`src/rtl/quad_cmd_pkg.sv`:
```
// Shared command encodings, ack byte and sequencer states for the quad flight command path.
package quad_cmd_pkg;

    typedef enum logic [7:0] {
        SET_PTCH  = 8'h02,
        SET_ROLL  = 8'h03,
        SET_YAW   = 8'h04,
        SET_THRST = 8'h05,
        CALIBRATE = 8'h06,
        E_LAND    = 8'h07,
        MTRS_OFF  = 8'h08
    } cmd_t;

    localparam logic [7:0] ACK_BYTE = 8'hA5;

    typedef enum logic [1:0] {
        ST_IDLE,
        ST_SPINUP,
        ST_CAL,
        ST_ACK
    } state_t;

endpackage

```
`src/rtl/sat_timer.sv`:
```
// Saturating up-counter with synchronous clear; flags when it sits at all-ones.
module sat_timer #(
    parameter int W = 8
) (
    input  logic clk,
    input  logic rst_n,
    input  logic clr,
    input  logic en,
    output logic full
);

    logic [W-1:0] cnt_q, cnt_d;

    assign full = &cnt_q;

    // Clear wins over count; counting stops once saturated.
    always_comb begin
        cnt_d = cnt_q;
        if (clr)
            cnt_d = '0;
        else if (en && !full)
            cnt_d = cnt_q + {{(W-1){1'b0}}, 1'b1};
    end

    // Counter register.
    always_ff @(posedge clk or negedge rst_n) begin
        if (!rst_n)
            cnt_q <= '0;
        else
            cnt_q <= cnt_d;
    end

endmodule

```
`src/rtl/flight_cmd_ctrl.sv`:
```
// Command sequencer: latches setpoints from decoded UART commands, sequences
// spin-up and inertial calibration, acks with 8'hA5 and lands on link loss.
module flight_cmd_ctrl
    import quad_cmd_pkg::*;
#(
    parameter bit FAST_SIM = 1'b1
) (
    input  logic        clk,
    input  logic        RST_n,
    input  logic        cmd_rdy,
    input  logic [7:0]  cmd,
    input  logic [15:0] data,
    output logic        clr_cmd_rdy,
    output logic [7:0]  resp,
    output logic        send_resp,
    output logic [15:0] d_ptch,
    output logic [15:0] d_roll,
    output logic [15:0] d_yaw,
    output logic [8:0]  thrst,
    output logic        strt_cal,
    output logic        inertial_cal,
    input  logic        cal_done,
    output logic        motors_off
);

    localparam int SPIN_W = FAST_SIM ? 9  : 26;
    localparam int WD_W   = FAST_SIM ? 12 : 27;

    state_t      state_q, state_d;
    logic [15:0] d_ptch_q, d_ptch_d;
    logic [15:0] d_roll_q, d_roll_d;
    logic [15:0] d_yaw_q, d_yaw_d;
    logic [8:0]  thrst_q, thrst_d;
    logic        motors_off_q, motors_off_d;
    logic        inertial_cal_q, inertial_cal_d;

    logic        spin_clr, spin_full;
    logic        wd_clr, wd_full;

    // Spin-up timer runs only in SPINUP and is restarted by each accepted CALIBRATE.
    sat_timer #(.W(SPIN_W)) u_spin_tmr (
        .clk   (clk),
        .rst_n (RST_n),
        .clr   (spin_clr),
        .en    (state_q == ST_SPINUP),
        .full  (spin_full)
    );

    // Link-loss watchdog: any pending command is proof of life; it is parked
    // while the motors are off or a spin-up/calibration is in progress.
    assign wd_clr = cmd_rdy || motors_off_q ||
                    (state_q == ST_SPINUP) || (state_q == ST_CAL);

    sat_timer #(.W(WD_W)) u_wd_tmr (
        .clk   (clk),
        .rst_n (RST_n),
        .clr   (wd_clr),
        .en    (1'b1),
        .full  (wd_full)
    );

    assign resp         = ACK_BYTE;
    assign d_ptch       = d_ptch_q;
    assign d_roll       = d_roll_q;
    assign d_yaw        = d_yaw_q;
    assign thrst        = thrst_q;
    assign motors_off   = motors_off_q;
    assign inertial_cal = inertial_cal_q;

    // Next-state, command decode and strobes.
    always_comb begin
        state_d        = state_q;
        d_ptch_d       = d_ptch_q;
        d_roll_d       = d_roll_q;
        d_yaw_d        = d_yaw_q;
        thrst_d        = thrst_q;
        motors_off_d   = motors_off_q;
        inertial_cal_d = inertial_cal_q;
        clr_cmd_rdy    = 1'b0;
        send_resp      = 1'b0;
        strt_cal       = 1'b0;
        spin_clr       = 1'b0;

        // Silent link: land. A command decoded below in the same cycle overrides.
        if (wd_full) begin
            d_ptch_d = '0;
            d_roll_d = '0;
            d_yaw_d  = '0;
            thrst_d  = '0;
        end

        case (state_q)
            ST_IDLE: begin
                if (cmd_rdy) begin
                    clr_cmd_rdy = 1'b1;
                    case (cmd)
                        SET_PTCH: begin
                            d_ptch_d = data;
                            state_d  = ST_ACK;
                        end
                        SET_ROLL: begin
                            d_roll_d = data;
                            state_d  = ST_ACK;
                        end
                        SET_YAW: begin
                            d_yaw_d = data;
                            state_d = ST_ACK;
                        end
                        SET_THRST: begin
                            thrst_d = data[8:0];
                            state_d = ST_ACK;
                        end
                        E_LAND: begin
                            d_ptch_d = '0;
                            d_roll_d = '0;
                            d_yaw_d  = '0;
                            thrst_d  = '0;
                            state_d  = ST_ACK;
                        end
                        MTRS_OFF: begin
                            motors_off_d = 1'b1;
                            state_d      = ST_ACK;
                        end
                        CALIBRATE: begin
                            motors_off_d   = 1'b0;
                            inertial_cal_d = 1'b1;
                            spin_clr       = 1'b1;
                            state_d        = ST_SPINUP;
                        end
                        default: ;  // unknown opcode: swallowed silently
                    endcase
                end
            end
            ST_SPINUP: begin
                if (spin_full) begin
                    strt_cal = 1'b1;
                    state_d  = ST_CAL;
                end
            end
            ST_CAL: begin
                if (cal_done) begin
                    inertial_cal_d = 1'b0;
                    state_d        = ST_ACK;
                end
            end
            ST_ACK: begin
                send_resp = 1'b1;
                state_d   = ST_IDLE;
            end
            default: state_d = ST_IDLE;
        endcase
    end

    // State and setpoint registers; reset leaves the motors off.
    always_ff @(posedge clk or negedge RST_n) begin
        if (!RST_n) begin
            state_q        <= ST_IDLE;
            d_ptch_q       <= '0;
            d_roll_q       <= '0;
            d_yaw_q        <= '0;
            thrst_q        <= '0;
            motors_off_q   <= 1'b1;
            inertial_cal_q <= 1'b0;
        end else begin
            state_q        <= state_d;
            d_ptch_q       <= d_ptch_d;
            d_roll_q       <= d_roll_d;
            d_yaw_q        <= d_yaw_d;
            thrst_q        <= thrst_d;
            motors_off_q   <= motors_off_d;
            inertial_cal_q <= inertial_cal_d;
        end
    end

endmodule

```
`config.mk`:
```
export PLATFORM = sky130hd
export DESIGN_NAME = flight_cmd_ctrl
export DESIGN_NICKNAME = d
export VERILOG_FILES = /design/src/rtl/quad_cmd_pkg.sv /design/src/rtl/sat_timer.sv /design/src/rtl/flight_cmd_ctrl.sv
export SDC_FILE = /design/constraint.sdc
export NUM_CORES = 1
export LEC_CHECK = 0
export ABC_CLOCK_PERIOD_IN_PS = 5700
export BUFFER_PORTS_ARGS = -buffer_cell sky130_fd_sc_hd__buf_2
export CAP_MARGIN = 30
export CORE_UTILIZATION = 45
export DETAILED_ROUTE_END_ITERATION = 6
export GPL_TIMING_DRIVEN = 0
export PLACE_DENSITY = 0.71
export SLEW_MARGIN = 20
export SYNTH_ARGS = -nofsm -noshare
export SYNTH_HDL_FRONTEND = slang
export SYNTH_SLANG_ARGS = --single-unit
```
`constraint.sdc`:
```
create_clock -name clk -period 5.7 [get_ports clk]
set_input_delay 1.14 -clock clk [delete_from_list [all_inputs] [get_ports clk]]
set_output_delay 1.14 -clock clk [all_outputs]
set_load 0.05 [all_outputs]
```
Yosys cells after proc, flatten, opt, wreduce, memory -nomap -nowiden
Cells that the tools add are included.

Register bits after elaboration: 82. Word-level logic and storage cells: 80. Input bits: 28. Output and inout bits: 70.

Reduce and logical (&&, ||, !) cells: 15. Muxes and demuxes: 38. Add/subtract/negate cells: 2. Equal/unequal tests: 16.

Operator list (count): $mux W16 (9); $pmux W16 S2 (3); $mux W9 (5); $eq A8 B3 Y1 const B (4); $mux W12 (2); $pmux W9 S2 (1); $eq A8 B2 Y1 const B (2); $add A12 B1 Y12 const B (1); $reduce_and A12 Y1 (1); $mux W1 (11); $add A9 B1 Y9 const B (1); $reduce_and A9 Y1 (1); $eq A8 B4 Y1 const B (1); $pmux W2 S4 (1); $reduce_and A4 Y1 (2); $mux W2 (3); $ne A2 B2 Y1 const B (3); $reduce_bool A2 Y1 (3); $reduce_or A6 Y1 (1); $eq A2 B2 Y1 const B (2); $ne A2 B1 Y1 const B (2); $pmux W1 S2 (2); $pmux W2 S2 (1); $logic_or A1 B1 Y1 (3); 6 further kinds (6).

Logic depth before layout (Yosys ltp)
Depth after elaboration: 5. Depth in mapped cells: 9. Depth with buffers taken out: 8.

Cells and area by module
A second synthesis with hierarchy kept.

Cells, all modules: 314. Area, all modules: 3764.9 um^2.

Modules (own cells, without submodules): flight_cmd_ctrl (times used 1, cells an instance 195, area each 2617.5 um^2, seq. area each 1527.7 um^2); sat_timer at u_wd_tmr (times used 1, cells an instance 71, area each 676.9 um^2, seq. area each 300.3 um^2); sat_timer at u_spin_tmr (times used 1, cells an instance 48, area each 470.5 um^2, seq. area each 225.2 um^2).

Worst setup path after synthesis
OpenSTA, ideal clock, no wires.

Path kind: input -> output. From: input cmd_rdy. To: output clr_cmd_rdy. Arrival time: 2.198 ns. Buffers on the path: 2. Data required time: 4.560 ns. Setup slack: 2.362 ns. Stages on the path: 3. Cell sequence: and2_1 clkbuf_1 clkbuf_1.

Word-level cells in the longest chain between the ends: 2.

RTL lines: start: declaration (RTL line flight_cmd_ctrl.sv:10) `input logic cmd_rdy,`; $mux W1 (RTL line flight_cmd_ctrl.sv:94) `if (cmd_rdy) begin`; $mux W1 (RTL line flight_cmd_ctrl.sv:92) `case (state_q)`; end: declaration (RTL line flight_cmd_ctrl.sv:13) `output logic clr_cmd_rdy,`.

Every way passes these cells.

Final worst setup path
Same ends and word-level chain as after synthesis.

==> results.json <==
{
  "grt_pass1_wl_um": 14500,
  "drt-initial-drc-count": 194,
  "skew_ns": 0.00945,
  "synth_top_family_by_area": "compound AO/OA/AOI/OAI gates",
  "postCtsHoldBufs": 0,
  "diodes": 0,
  "yosys.area_share.adder_pct": 2.62,
  "synth_top_area_share_pct": 53.0,
  "synth-xor-area-share_pct": 2.52,
  "netlist_instances": 311,
  "hold_start": "d_yaw[3]",
  "drtAntennaViolNets": 0,
  "wl_um": 8710,
  "rsz0062_at_grt": "no",
  "outcome": "finished clean",
  "clockBufferDepth": 2,
  "finalCritPeriodShare_pct": 65.8,
  "drcViolationCount": 0,
  "yosysMostFrequentCell": "dfrtp_1",
  "final_max_slew_viol_count": 0,
  "synthTopCellsByArea": "dfrtp_1 53%, a32o_1 7.1%, a22o_1 3.4%",
  "synth_mux_area_share_pct": 0.785,
  "synth_compound_area_share_pct": 20.3,
  "period_needed_ns": 3.75,
  "die_w_um": 94.2,
  "p_leak_uw": 0.00224,
  "reg2reg_depth": 6,
  "netlist_area_mm2": 0.00382,
  "ioPinCount": 98,
  "layout-drive-gt1-share_pct": 33.6,
  "hold_viol_final": 0,
  "synthArstFlopShare_pct": 100,
  "insertion_delay_ns": 0.35,
  "yosys_warnings": 0,
  "post_cts_buffers": 0,
  "synth_cell_type_count": 54,
  "hpwlAfterDp_um": 6340,
  "wl_per_cell_um": 16.6,
  "synth_top_area_cell": "dfrtp_1",
  "yosys-top-cells-count": "81 x dfrtp_1, 27 x a32o_1, 22 x nand2_1, 19 x nor2_1, 15 x a22o_1",
  "path_max_fanout": 10,
  "fin_nets": 451,
  "whs_ns": 0.489,
  "cts_sinks": 82,
  "synthSimpleGateAreaFrac_pct": 15.0,
  "place.gp.congestion": 0.774,
  "r2r_start": "state_q[1]",
  "dieArea_mm2": 0.00887,
  "htreeDepth": 3,
  "end_kind": "primary output",
  "synth-seq-cells": 82,
  "fmax_ghz": 0.267,
  "max_cap_violations": 0,
  "numPortBuffers": 86,
  "max_slew_margin_pct": 54.5,
  "worstPathRequired_ns": 4.56,
  "gr-usage-all-layers_pct": 21.2,
  "fp-row-count": 33,
  "holdPathStages": 1,
  "synth-seq-area-share_pct": 53.7,
  "via_per_inst": 5.67,
  "worst-setup-path-type": "in -> out",
  "cts-root-buf": "clkbuf_8",
  "core_area_mm2": 0.00822,
  "ctsResizeCount": 0,
  "die_h_um": 94.2,
  "antenna_found_initial": 0,
  "synth.avg_cell_area_um2": 12.3,
  "grt_remaining_overflow": 0,
  "r2r_slack_ns": 3.52,
  "cts_tree": "built",
  "cp.arrival_ns": 2.61,
  "hp-class": "reg -> reg",
  "worst_pin_slew_ns": 0.679,
  "synth_flop_cell": "dfrtp_1",
  "synth-edff-count": 0,
  "finalSetupViolations": 0,
  "whs_endpoint": "d_yaw[3]",
  "first_pass_iters": 4,
  "clkSlewWorstSetupHoldPaths_ns": 0.08,
  "grt_pass1_vias": 2861,
  "cts_buffers": 9,
  "synthToLayoutAreaGrowth_pct": 21.4,
  "p_per_area_mw_per_mm2": 321,
  "irDropWorstVdd_uv": 174,
  "r2r_end": "d_ptch[0]",
  "start_util_pct": 46.5,
  "start_kind": "input pin",
  "finalSetupTns_ns": 0,
  "grt_max_degree": 43,
  "vias": 2979
}
-- layout by cell type (no fill, tap or decap), types with 4 or more instances in the layout --
| cell | count |
|---|---|
| o2bb2ai_1 | 9 |
| a22o_2 | 6 |
| ha_1 | 8 |
| nor3_1 | 4 |
| a22o_1 | 15 |
| dfrtp_1 | 81 |
| or3_1 | 4 |
| buf_6 | 4 |
| a31oi_1 | 5 |
| clkbuf_1 | 8 |
| xor2_1 | 6 |
| a32o_1 | 27 |
| buf_4 | 9 |
| nor2_1 | 19 |
| nand3_1 | 5 |
| clkbuf_8 | 12 |
| buf_2 | 85 |
| xnor2_1 | 5 |
| nand2_1 | 22 |
| a21oi_1 | 6 |
| nand4_1 | 8 |
| conb_1 | 8 |
| inv_1 | 5 |
-- state kept, by name, summed over array words and instances (netlist names) --
| register | count |
|---|---|
| d_ptch | 16 |
| d_roll | 16 |
| d_yaw | 16 |
| inertial_cal | 1 |
| motors_off | 1 |
| state_q | 2 |
| thrst | 9 |
| u_spin_tmr.cnt_q | 9 |
| u_wd_tmr.cnt_q | 12 |
-- critical path, cell delays in order --
cell,delay [ns]
buf_2,0.14
and2_1,0.20
clkbuf_1,0.39
clkbuf_1,0.39
buf_2,0.34
-- per-stage QoR --
step / setup WS, ns / utilization [%] / total power, uW / area, um^2 / std cells
floorplan: 2.36 / - / 966 / 3850 / 317
global placement: 1.99 / 53.6 / 1050 / 4410 / 508
detailed placement: 1.97 / 53.9 / 1070 / 4430 / 509
CTS: 1.97 / 56.5 / 1500 / 4640 / 525
global route: 1.83 / 56.5 / 1570 / 4640 / 525
finish: 1.95 / 56.5 / 1490 / 4640 / 525
-- where the power goes --
part / switching, uW / internal (uW)
sequential: 48.6 / 638
clock: 216 / 219
combinational: 247 / 122
total: 512 / 980
-- worst max path at each step --
stage	start	to	slack [ns]	cells past startpoint
after floorplan	cmd_rdy	clr_cmd_rdy	2.36	3
after global placement	cmd_rdy	clr_cmd_rdy	1.99	5
after detailed placement	cmd_rdy	clr_cmd_rdy	1.97	5
after CTS	cmd_rdy	clr_cmd_rdy	1.97	5
after global routing	cmd_rdy	clr_cmd_rdy	1.83	5
final	cmd_rdy	clr_cmd_rdy	1.95	5
-- area by class of cell --
cell class              count  area [um^2]
fillers                   693         3580
flip-flops and latches     82         2050
multi-input cells         207         1610
repair buffers             87          453
plain buffers              23          168
clock buffers              10          138
well taps                 105          131
clock inverters             6         72.6
inverters                   5         18.8
-- logic make-up (layout without fill, tap and decap cells) --
family          count (synthesis)  after routing
compound gates                 85             85
xor+xnor                       11             11
fa+ha+maj                       8              8
buf+inv                        28            131
flops                          82             82
mux                             3              3
other cells                     2              8
simple gates                   92             92
-- routing by layer --
metal | global-route usage [%] | part of all wire (%) | vias up
li1 | - | - | 1383
met1 | 29.0 | 44 | 1495
met2 | 32.5 | 49 | 94
met3 | 5.26 | 6.2 | 7
met4 | 7.69 | 0.91 | 0
met5 | 0 | 0 | -
Power figures use the tool's default switching activity.
